$ cat src/rtl/imm_encode.sv
// imm_encode: inverse of the immediate extender.
// Takes a 32-bit constant and emits the shortest sequence of (imm16, eop)
// beats that the extender (plus an ori for the low half) rebuilds exactly:
//   eop 00 sext, 01 zext, 10 lui (imm<<16), 11 sext<<2.
// One beat when a single extend mode fits, otherwise lui(hi) then ori(lo).
// Optional feature macro: IMM_SHIFT_EN enables the one-beat eop=11 form for
// word-aligned constants within sext18 range; when undefined eop=11 is never
// produced and such constants take the two-beat path.
// Handshake: valid/ready on both sides, one constant in flight at a time.

module imm_encode #(
    parameter int CNT_W = 16
) (
    input  logic             clk,
    input  logic             rst_n,
    input  logic             in_valid,
    output logic             in_ready,
    input  logic [31:0]      in_data,
    output logic             out_valid,
    input  logic             out_ready,
    output logic [15:0]      out_imm,
    output logic [1:0]       out_eop,
    output logic             out_last,
    output logic [CNT_W-1:0] split_cnt
);

    typedef enum logic [1:0] {
        IDLE = 2'd0,
        ONE  = 2'd1,
        HI   = 2'd2,
        LO   = 2'd3
    } state_t;

    localparam logic [1:0] EOP_SEXT = 2'b00;
    localparam logic [1:0] EOP_ZEXT = 2'b01;
    localparam logic [1:0] EOP_LUI  = 2'b10;
`ifdef IMM_SHIFT_EN
    localparam logic [1:0] EOP_SHL2 = 2'b11;
`endif

    localparam logic [CNT_W-1:0] CNT_MAX = '1;
    localparam logic [CNT_W-1:0] CNT_ONE = {{(CNT_W-1){1'b0}}, 1'b1};

    state_t      state;
    logic [15:0] cap_lo;      // low half kept for the second (ori) beat

    // Classification result for the constant currently on in_data.
    logic        cls_one;
    logic [15:0] cls_imm;
    logic [1:0]  cls_eop;

    // Pick the first extend mode that rebuilds in_data; default is the split form.
    always_comb begin
        // NOTE: every output of this block gets a default first so no path
        // leaves it unassigned, which would otherwise infer a latch.
        cls_one = 1'b0;
        cls_imm = in_data[31:16];
        cls_eop = EOP_LUI;
        if ((&in_data[31:15]) || (~|in_data[31:15])) begin
            // Sign-extension of the low half reproduces the upper bits.
            cls_one = 1'b1;
            cls_imm = in_data[15:0];
            cls_eop = EOP_SEXT;
        end else if (in_data[31:16] == 16'h0000) begin
            cls_one = 1'b1;
            cls_imm = in_data[15:0];
            cls_eop = EOP_ZEXT;
        end else if (in_data[15:0] == 16'h0000) begin
            cls_one = 1'b1;
            cls_imm = in_data[31:16];
            cls_eop = EOP_LUI;
`ifdef IMM_SHIFT_EN
        end else if ((in_data[1:0] == 2'b00) &&
                     ((&in_data[31:17]) || (~|in_data[31:17]))) begin
            // Word-aligned and bit 17 sign-extends into the top: sext(imm)<<2.
            cls_one = 1'b1;
            cls_imm = in_data[17:2];
            cls_eop = EOP_SHL2;
`endif
        end else begin
            // Two beats: lui with the high half now, ori with the low half next.
            cls_one = 1'b0;
            cls_imm = in_data[31:16];
            cls_eop = EOP_LUI;
        end
    end

    // Encoder FSM with registered handshake and beat outputs.
    always_ff @(posedge clk or negedge rst_n) begin
        if (!rst_n) begin
            // NOTE: the captured low half is reset along with the control state;
            // it is a single small register, so a defined value costs nothing and
            // keeps the outputs free of X after reset.
            state     <= IDLE;
            in_ready  <= 1'b1;
            out_valid <= 1'b0;
            out_imm   <= 16'h0000;
            out_eop   <= EOP_SEXT;
            out_last  <= 1'b0;
            split_cnt <= '0;
            cap_lo    <= 16'h0000;
        end else begin
            // NOTE: sequential state uses non-blocking assignments so every
            // register samples the pre-edge values of the others.
            case (state)
                IDLE: begin
                    if (in_valid) begin
                        cap_lo    <= in_data[15:0];
                        out_imm   <= cls_imm;
                        out_eop   <= cls_eop;
                        out_last  <= cls_one;
                        out_valid <= 1'b1;
                        in_ready  <= 1'b0;
                        state     <= cls_one ? ONE : HI;
                    end
                end
                ONE: begin
                    if (out_ready) begin
                        out_valid <= 1'b0;
                        in_ready  <= 1'b1;
                        state     <= IDLE;
                    end
                end
                HI: begin
                    if (out_ready) begin
                        out_imm  <= cap_lo;
                        out_eop  <= EOP_ZEXT;
                        out_last <= 1'b1;
                        if (split_cnt != CNT_MAX) begin
                            split_cnt <= split_cnt + CNT_ONE;
                        end
                        state    <= LO;
                    end
                end
                LO: begin
                    if (out_ready) begin
                        out_valid <= 1'b0;
                        in_ready  <= 1'b1;
                        state     <= IDLE;
                    end
                end
                default: begin
                    out_valid <= 1'b0;
                    in_ready  <= 1'b1;
                    state     <= IDLE;
                end
            endcase
        end
    end

endmodule
$ cat config.mk
export PLATFORM = sky130hd
export DESIGN_NAME = imm_encode
export DESIGN_NICKNAME = d
export VERILOG_FILES = /design/src/rtl/imm_encode.sv
export SDC_FILE = /design/constraint.sdc
export NUM_CORES = 1
export LEC_CHECK = 0
export BUFFER_PORTS_ARGS = -buffer_cell sky130_fd_sc_hd__clkbuf_2
export CAP_MARGIN = 20
export CORE_ASPECT_RATIO = 0.6
export CORE_MARGIN = 1
export CORE_UTILIZATION = 30
export DETAILED_ROUTE_END_ITERATION = 6
export GPL_TIMING_DRIVEN = 0
export PLACE_DENSITY = 0.5
export SYNTH_ARGS = -nofsm -noshare
export SYNTH_HDL_FRONTEND = slang
export SYNTH_SLANG_ARGS = --single-unit
$ cat constraint.sdc
create_clock -name clk -period 3.7 [get_ports clk]
set_input_delay 0.185 -clock clk [delete_from_list [all_inputs] [get_ports clk]]
set_output_delay 0.185 -clock clk [all_outputs]
set_load 0.005 [all_outputs]
==> impl_metrics.yaml, run 1 <==
drt:
  drt-pass1-iter-count: 4
  dr.first_iter.drc_count: 127
  routed_via_density: 5.074
  drc: 0
  dr_total_vias: 2258
  wire_per_inst_um: 17.10
  drt_wl_total_um: 7611
  ant_nets: 0
timing:
  clock_skew_ns: 0.008436
  slew_headroom_pct: 48.04
  fmax_mhz: 505.2
  period_share_pct: 53.50
  rsz0062_at_grt: "false"
  setup_viol: 0
  drv_slew: 0
  holdWs_ns: -0.01473
  tightest_slew_ns: 0.7794
  period_needed_ns: 1.979
  setup_tns_ns: 0
  hold_violations: 16
layout:
  final_util_pct: 38.77
  nets: 369
  final_cells: 445
  area_growth_pct: 23.89
  drive_gt1_share_pct: 33.63
  design_area_um2: 3342
  insertedDiodeCount: 0
pwr:
  ir_worst_vdd_uv: 245.0
  power_density_nw_per_um2: 710.9
  switching_share_pct: 36.97
  seq_power_share_pct: 42.6
  p_total_mw: 2.376
  combPwrFrac_pct: 37.8
  p_sw_mw: 0.8784
  clkPwrFrac_pct: 19.6
  leakage_nw: 1.531
  internal-power_mw: 1.497
floorplanning:
  fp-row-count: 26
  die-width_um: 124.4
  start_util_pct: 31.29
  design.core.area_um2: 8621
  die-area_um2: 9387
  io_pins: 73
  die_h_um: 75.45
clock_tree:
  clkTransAtPathRegs_ns: 0.07
  clockBufferDepth: 2
  cts-hold-fix-buffers: 0
  cts_made_buffers: 5
  root_buffer: "clkbuf_16"
  cts.sinks: 55
  insertion_delay_ns: 0.29
  postCtsSetupBuffers: 0
  cts_tree: "built"
  h-tree-depth: 2
  cts-resized-gates: 0
worst_hold_path:
  hold_path.class: "in -> async"
place:
  io_buffers: 72
  dpl.hpwl_um: 5799
  dpl_cell_area_um2: 3201
  gp_congestion: 0.8242
  dp_cells: 437
global_route:
  grt_max_degree: 56
  overflow: 0
  first_global_vias: 2171
  grt_first_pass_wirelength_um: 12280
  grt_use_total_pct: 17.29
  antenna_found_initial: 0
logic_synthesis:
  synth_area_leaders: "dfrtp_1 (50%), mux2_2 (7.1%), nand2_1 (3.2%), xnor2_1 (2.9%), o211ai_1 (2.8%)"
  synth_seq_cells: 55
  synth.top_cell.area_share_pct: 50.09
  synthCells: 253
  synth-async-reset-ratio_pct: 100.0
  ys_seq_area_share_pct: 51.07
  syn-num-nets: 290
  yosysTopAreaCell: "dfrtp_1"
  synth-edff-count: 0
  ys_types: 40
  synth_flop_cell: "dfrtp_1"
  synth_area_per_cell_um2: 10.66
  synth_warnings: 0
  syn_area_um2: 2698
worst_setup_path:
  path_class: "reg -> reg"
  crit_path_end_kind: "flip-flop"
  required_ns: 3.87
  reg2reg_depth: 6
  cp.arrival_ns: 2.15
  crit_fanout: 8
  start_kind: "flip-flop"
status:
  violations: "hold timing"
  status: "finished with violations"
job:
  maxCapViolCount: 0
## cell usage in the layout (no fill, tap or decap), types with 6 or more instances in the layout
cell and n:
clkbuf_2 71, dfrtp_1 54, nand2_1 23, mux2_2 17, nor2_1 13, nor3_1 13
o21ai_0 12, nand3_1 11, or3_1 10, o211ai_1 10, nor4_1 9, xnor2_1 9
a21oi_1 8, clkbuf_1 6, nand4_1 6, mux2i_1 6
## metrics by stage
step / hold slack [ns] / setup slack (ns)
global route: 0.04979 / 1.550
CTS: 0.02867 / 1.712
detailed placement: 0.3491 / 1.732
floorplan: -0.1106 / 1.941
global placement: 0.4591 / 1.755
finish: -0.01473 / 1.721
## flip-flops by register name (all words and copies together), names as in the netlist
register and cells:
out_eop 2, state 2, in_ready 1, split_cnt 16, out_valid 1, cap_lo 16
out_last 1, out_imm 16
## metal layers
metal / vias up / routed length, um / track usage, %
met5: - / 0 / 0
met4: 0 / 51 / 3.614
met3: 4 / 504 / 4.003
met2: 67 / 2866 / 22.77
met1: 1091 / 4188 / 27.72
li1: 1096 / - / -
## worst paths after layout
| kind | startpoint | end | slack, ns |
|---|---|---|---|
| worst min register to register | out_imm[8] | out_imm[8] | 0.48 |
| worst max register to register | split_cnt[0] | split_cnt[3] | 1.72 |
| max in group asynchronous | rst_n | cap_lo[15] | 3.20 |
| min in group clk | in_data[12] | cap_lo[12] | 0.16 |
| worst max-delay path | split_cnt[0] | split_cnt[3] | 1.72 |
| worst min-delay path | rst_n | cap_lo[4] | -0.01 |
## cell families (layout without fill, tap and decap cells)
logic type	after synthesis	count (layout)	synth area share (%)
flip-flops	55	55	51.07
buffers and inverters	13	93	2.041
XOR/XNOR	14	14	4.546
adder cells (fa/ha/maj)	1	1	0.4637
AO/OA/AOI/OAI	45	45	11.55
multiplexers	23	23	9.323
AND/OR/NAND/NOR	102	102	21.01
## critical path: stages (launching register included)
cell and delay, ns:
dfrtp_1 0.42, ha_1 0.21, nand3_1 0.20, nor4_4 0.39, a41oi_4 0.24, and4_1 0.27, xor2_1 0.13
## Yosys cell counts (all sizes together) (4+ instances only)
cell    count
o21ai      12
or3        10
a21oi      10
nand3      11
a211oi      5
nor4       12
and4        4
xor2        5
nand2      24
o211ai     10
clkbuf      5
mux2i       6
buf         6
nor3       14
xnor2       9
mux2       17
nand4       7
dfrtp      54
nor2       13
## power by group through the flow
stage / sequential (mW) / combinational [mW] / clock (mW)
final: 1.01 / 0.897 / 0.467
after CTS: 1.01 / 0.911 / 0.483
after global routing: 1.06 / 1.01 / 0.510
after global placement: 1.02 / 0.905 / 0
after floorplan: 1.00 / 0.538 / 0
after detailed placement: 1.03 / 0.907 / 0
## cell type report
type / count / area, um^2
well taps: 112 / 140.1
flip-flops and latches: 55 / 1378
clock inverters: 2 / 12.51
inverters: 2 / 7.507
repair buffers: 72 / 362.8
plain buffers: 11 / 47.55
fillers: 870 / 5279
multi-input cells: 185 / 1265
clock buffers: 6 / 128.9
(Power assumes the default switching activity.)
==> run 2: changes to the inputs <==
Settings changed: PLACE_DENSITY 0.5 to 0.51.
Clock period 3.7 ns to 1.6 ns, I/O delays scaled along.
==> run 2 against run 1 <==
  * The flow finishes with violations (setup timing)
  * Setup slack worse by 1.8 ns
  * Sequential power up 130%
  * Die area unchanged
  * Clock-buffer cell count unchanged
  * Register-to-register slack worse by 1.8 ns
  * Critical path depth up 2
  * Critical endpoint is now split_cnt[13]
==> impl_metrics.yaml, run 2 (same netlist as run 1, synthesis figures left out) <==
status:
  status: "finished with violations"
  violations: "setup timing"
floorplanning:
  fp-row-count: 26
  design.core.area_um2: 8621
  die_h_um: 75.45
  io_pins: 73
  die-width_um: 124.4
  start_util_pct: 31.29
  die-area_um2: 9387
drt:
  drc: 0
  dr_total_vias: 2415
  routed_via_density: 5.117
  wire_per_inst_um: 17.75
  ant_nets: 0
  drt_wl_total_um: 8380
  drt-pass1-iter-count: 4
  dr.first_iter.drc_count: 136
timing:
  period_needed_ns: 1.708
  setup_viol: 13
  setup_ws_ns: -0.1085
  drv_slew: 0
  fmax_mhz: 585.3
  tightest_slew_ns: 0.8105
  clock_skew_ns: 0.005737
  slew_headroom_pct: 45.97
  period_share_pct: 106.8
  rsz0062_at_grt: "true"
  hold_violations: 0
pwr:
  power_density_nw_per_um2: 1709
  leakage_nw: 1.723
  p_total_mw: 6.514
  ir_worst_vdd_uv: 606.3
worst_setup_path:
  r2r_setup_slack_ns: -0.11
  r2r-end: "split_cnt[13]"
  slowest_stage: "dfrtp_1"
  required_ns: 1.79
  path_class: "reg -> reg"
  reg2reg_depth: 8
  critPathBufInv: 2
  r2r-start: "split_cnt[1]"
  start_kind: "flip-flop"
  path_cells: "ha_4 -> nand3_4 -> buf_4 -> nor4_4 -> buf_4 -> nor4_4 -> nand3_1 -> xnor2_1"
  cpPeakStageDelay_ns: 0.41
  cp.arrival_ns: 1.89
  path_delay_family: "simple AND/OR/NAND/NOR gates"
  crit_fanout: 3
  crit_path_end_kind: "flip-flop"
worst_hold_path:
  min_to: "cap_lo[12]"
  hp-start: "in_data[12]"
  hold_path.class: "in -> reg"
  hold_depth: 2
clock_tree:
  cts_tree: "built"
  clockBufferDepth: 2
  root_buffer: "clkbuf_16"
  insertion_delay_ns: 0.30
  cts_made_buffers: 5
  clkTransAtPathRegs_ns: 0.07
  h-tree-depth: 2
  cts.sinks: 55
layout:
  final_util_pct: 44.21
  reg.largest.list: "cap_lo x16, out_imm x16, split_cnt x16"
  n_fill_cell: 850
  drive_gt1_share_pct: 49.44
  layout_commonest_cell: "clkbuf_2"
  final_cell_mix: "clkbuf_2 (74), dfrtp_1 (44), buf_4 (25)"
  insertedDiodeCount: 0
  area_growth_pct: 41.28
  nets: 396
job:
  maxCapViolCount: 0
global_route:
  grt_max_degree: 56
  grt_first_pass_wirelength_um: 12960
  overflow: 0
  antenna_found_initial: 0
  first_global_vias: 2248
  grt_use_total_pct: 18.10
place:
  gp_congestion: 0.8186
  io_buffers: 72
  dpl.hpwl_um: 5864
## run 2: cell count changes in the layout (fill, tap and decap cells not counted), sizes merged
| cell | before | now |
|---|---|---|
| buf | 6 | 33 |
| bufinv | 0 | 1 |
| clkbuf | 83 | 82 |
| clkinvlp | 1 | 0 |
| dlygate4sd3 | 0 | 1 |
## run 2: power breakdown
part	internal (mW)	switching, mW
Clock	0.780	0.515
Combinational	1.42	1.43
Sequential	1.97	0.392
## run 2: worst max-delay path by stage
stage	from	to	slack [ns]	cells past startpoint
after detailed placement	state[0]	out_imm[4]	-0.43	6
after global routing	split_cnt[7]	split_cnt[12]	-0.20	5
after CTS	split_cnt[0]	split_cnt[3]	-0.14	6
final	split_cnt[1]	split_cnt[13]	-0.11	8
after floorplan	split_cnt[0]	split_cnt[14]	-0.03	6
after global placement	state[0]	out_eop[1]	-0.38	5
## run 2: timing repair
item / 4_1_cts / 5_1_grt
buffers inserted: 11 / 15
resized for setup: 32 / 33
endpoints found under the setup margin: 48 / 49
pin swaps: 9 / 11
hold buffers: 1 / 0
gates cloned: 0 / 0
endpoints found under the hold margin: 54 / 0
## run 2: cell type report
type                       instances  area (um^2)  share of cell area [%]
multi-input combinational        185         1429                   37.49
sequential                        55         1390                   36.47
timing repair buffer              99        586.8                   15.40
tap                              112        140.1                   3.677
clock buffer                       6        138.9                   3.644
buffer                            11        83.83                   2.200
clock inverter                     2        35.03                  0.9192
inverter                           2        7.507                  0.1970
## run 2: layer usage
metal  vias up  track usage, %  routed length [um]
met2        80           23.57                3224
met4         0           4.016                  42
li1       1155               -                   -
met5         -               0                   0
met3         4           4.846                 580
met1      1176           28.72                4533
## run 2: per-stage QoR
stage	cell area (um^2)	setup TNS, ns	setup slack [ns]	cells	hold WS (ns)
after global placement	3217	-8.967	-0.3842	437	0.3542
after floorplan	2716	-0.06647	-0.02613	253	-0.2156
after CTS	3597	-0.9462	-0.1411	457	0.04694
after global routing	3811	-2.375	-0.2002	472	0.06120
final	3811	-0.8885	-0.1085	472	0.05647
after detailed placement	3219	-9.766	-0.4316	437	0.2446
## run 2: worst register-to-register path: stages (launching register included)
cell and delay [ns]:
dfrtp_1 0.41, ha_4 0.18, nand3_4 0.08, buf_4 0.12, nor4_4 0.04, buf_4 0.15, nor4_4 0.33, nand3_1 0.14
xnor2_1 0.14
==> run 3: changes to the inputs <==
Settings changed: CORE_ASPECT_RATIO 0.6 to 1.25.
==> run 3 against run 2 <==
  * The run still ends with setup timing left
  * Power shrank 10%
  * Hold slack lost 0.023 ns
  * Utilization shrank 1.6 points
  * Critical path depth shrank 1
  * Sequential share of layout area grew 1.0 points
  * Cell count grew 1.1%
  * Clock power shrank 33%
  * Largest cell class unchanged
  * Highest routed layer unchanged
==> impl_metrics.yaml, run 3 (same netlist as run 1, synthesis figures left out) <==
status:
  status: "finished with violations"
  violations: "setup timing"
pwr:
  ir_worst_vdd_uv: 716.5
  leakage_nw: 1.670
  power_density_nw_per_um2: 1575
clock_tree:
  cts.sinks: 55
  root_buffer: "clkbuf_8"
  cts_tree: "built"
  cts_made_buffers: 5
  clkTransAtPathRegs_ns: 0.10
  clockBufferDepth: 2
  insertion_delay_ns: 0.31
  h-tree-depth: 2
layout:
  nets: 393
  reg.largest.list: "cap_lo x16, out_imm x16, split_cnt x16"
  multi_input_comb_area_um2: 1398
  design_area_um2: 3705
  regArea_um2: 1390
  layout_commonest_cell: "clkbuf_2"
  final_cells: 477
  n_fill_cell: 887
  final_cell_mix: "clkbuf_2 (71), dfrtp_1 (44), nand2_1 (22)"
  final_util_pct: 42.58
  area_growth_pct: 37.34
  drive_gt1_share_pct: 45.94
  insertedDiodeCount: 0
drt:
  drc: 0
  ant_nets: 0
  dr_total_vias: 2409
  drt-pass1-iter-count: 4
  dr.first_iter.drc_count: 83
  wire_per_inst_um: 16.12
  routed_via_density: 5.050
  drt_wl_total_um: 7689
place:
  dp_slack_ns: -0.3308
  dp_cells: 445
  gp_congestion: 0.9293
  dpl_cell_area_um2: 3229
  dpl.hpwl_um: 5527
  io_buffers: 72
global_route:
  overflow: 0
  antenna_found_initial: 0
  grt_use_total_pct: 17.36
  grt_max_degree: 56
  grt_first_pass_wirelength_um: 12590
  first_global_vias: 2555
worst_setup_path:
  slowest_stage: "dfrtp_1"
  path_class: "reg -> reg"
  cpPeakStageDelay_ns: 0.43
  r2r-start: "split_cnt[0]"
  critPathBufInv: 1
  crit_path_end_kind: "flip-flop"
  r2r-end: "split_cnt[13]"
  crit_fanout: 3
  reg2reg_depth: 7
  required_ns: 1.80
  r2r_setup_slack_ns: -0.06
  start_kind: "flip-flop"
  path_cells: "ha_4 -> nand3_4 -> nor4_4 -> buf_4 -> nor4_4 -> nand3_1 -> xnor2_1"
  path_delay_family: "simple AND/OR/NAND/NOR gates"
  cp.arrival_ns: 1.86
  path_common_cell: "nor4_4"
job:
  maxCapViolCount: 0
timing:
  drv_slew: 0
  setup_tns_ns: -0.09579
  hold_violations: 0
  setup_viol: 3
  fmax_mhz: 604.0
  period_share_pct: 103.5
  tightest_slew_ns: 0.7659
  setup_ws_ns: -0.05575
  slew_headroom_pct: 48.94
  clock_skew_ns: 0.009057
  rsz0062_at_grt: "true"
  period_needed_ns: 1.656
worst_hold_path:
  hold_path.class: "in -> reg"
  min_to: "cap_lo[4]"
  hp-start: "in_data[4]"
  hold_depth: 2
floorplanning:
  design.core.area_um2: 8701
  die-width_um: 86.82
  fp-row-count: 38
  start_util_pct: 31.00
  die-area_um2: 9378
  io_pins: 73
  die_h_um: 108.0
run 3: changes by cell type in the layout (fill, tap and decap cells not counted), sizes merged:
cell / before / now
clkbuf: 82 / 81
clkinv: 1 / 0
bufinv: 1 / 0
clkinvlp: 0 / 1
buf: 33 / 32
run 3: timing repair:
| item | in CTS | in global routing |
|---|---|---|
| buffers inserted | 9 | 14 |
| endpoints found under the hold margin | 54 | 0 |
| pin swaps | 6 | 13 |
| setup endpoints to repair | 50 | 30 |
| gates resized for setup | 31 | 26 |
| hold buffers | 1 | 0 |
run 3: how the worst max path moves through the flow:
stage | startpoint | slack (ns) | cells after the start | end
after floorplan | split_cnt[0] | -0.03 | 6 | split_cnt[14]
after global placement | state[0] | -0.30 | 6 | out_imm[5]
after detailed placement | state[0] | -0.33 | 6 | out_imm[9]
after CTS | split_cnt[1] | -0.14 | 6 | split_cnt[3]
after global routing | split_cnt[0] | -0.13 | 7 | split_cnt[13]
final | split_cnt[0] | -0.06 | 7 | split_cnt[13]
run 3: power by group:
part           internal (mW)  leakage (nW)  switching [mW]
logic                   1.32         0.962            1.32
registers               1.97         0.657           0.359
clock network          0.395        0.0505           0.473
run 3: stage by stage:
| stage | hold slack (ns) | power, mW |
|---|---|---|
| 3_5_place_dp | 0.2391 | 4.453 |
| 6_report | 0.03362 | 5.837 |
| 4_1_cts | 0.02424 | 5.614 |
| 2_1_floorplan | -0.2156 | 3.572 |
| 5_1_grt | 0.03508 | 6.292 |
| 3_3_place_gp | 0.3623 | 4.412 |
run 3: area by class of cell:
class / instances / share of cell area, %
buffer: 11 / 2.432
clock buffer: 7 / 2.600
clock inverter: 1 / 0.2026
inverter: 2 / 0.2026
multi-input combinational: 185 / 37.72
sequential: 55 / 37.52
tap: 120 / 4.053
timing repair buffer: 96 / 15.27
run 3: metal layers:
layer	global-route usage, %	wire, um	vias up
met4	4.405	78	0
li1	-	-	1139
met2	31.50	3923	80
met5	0	0	-
met1	21.13	3361	1184
met3	2.824	325	6
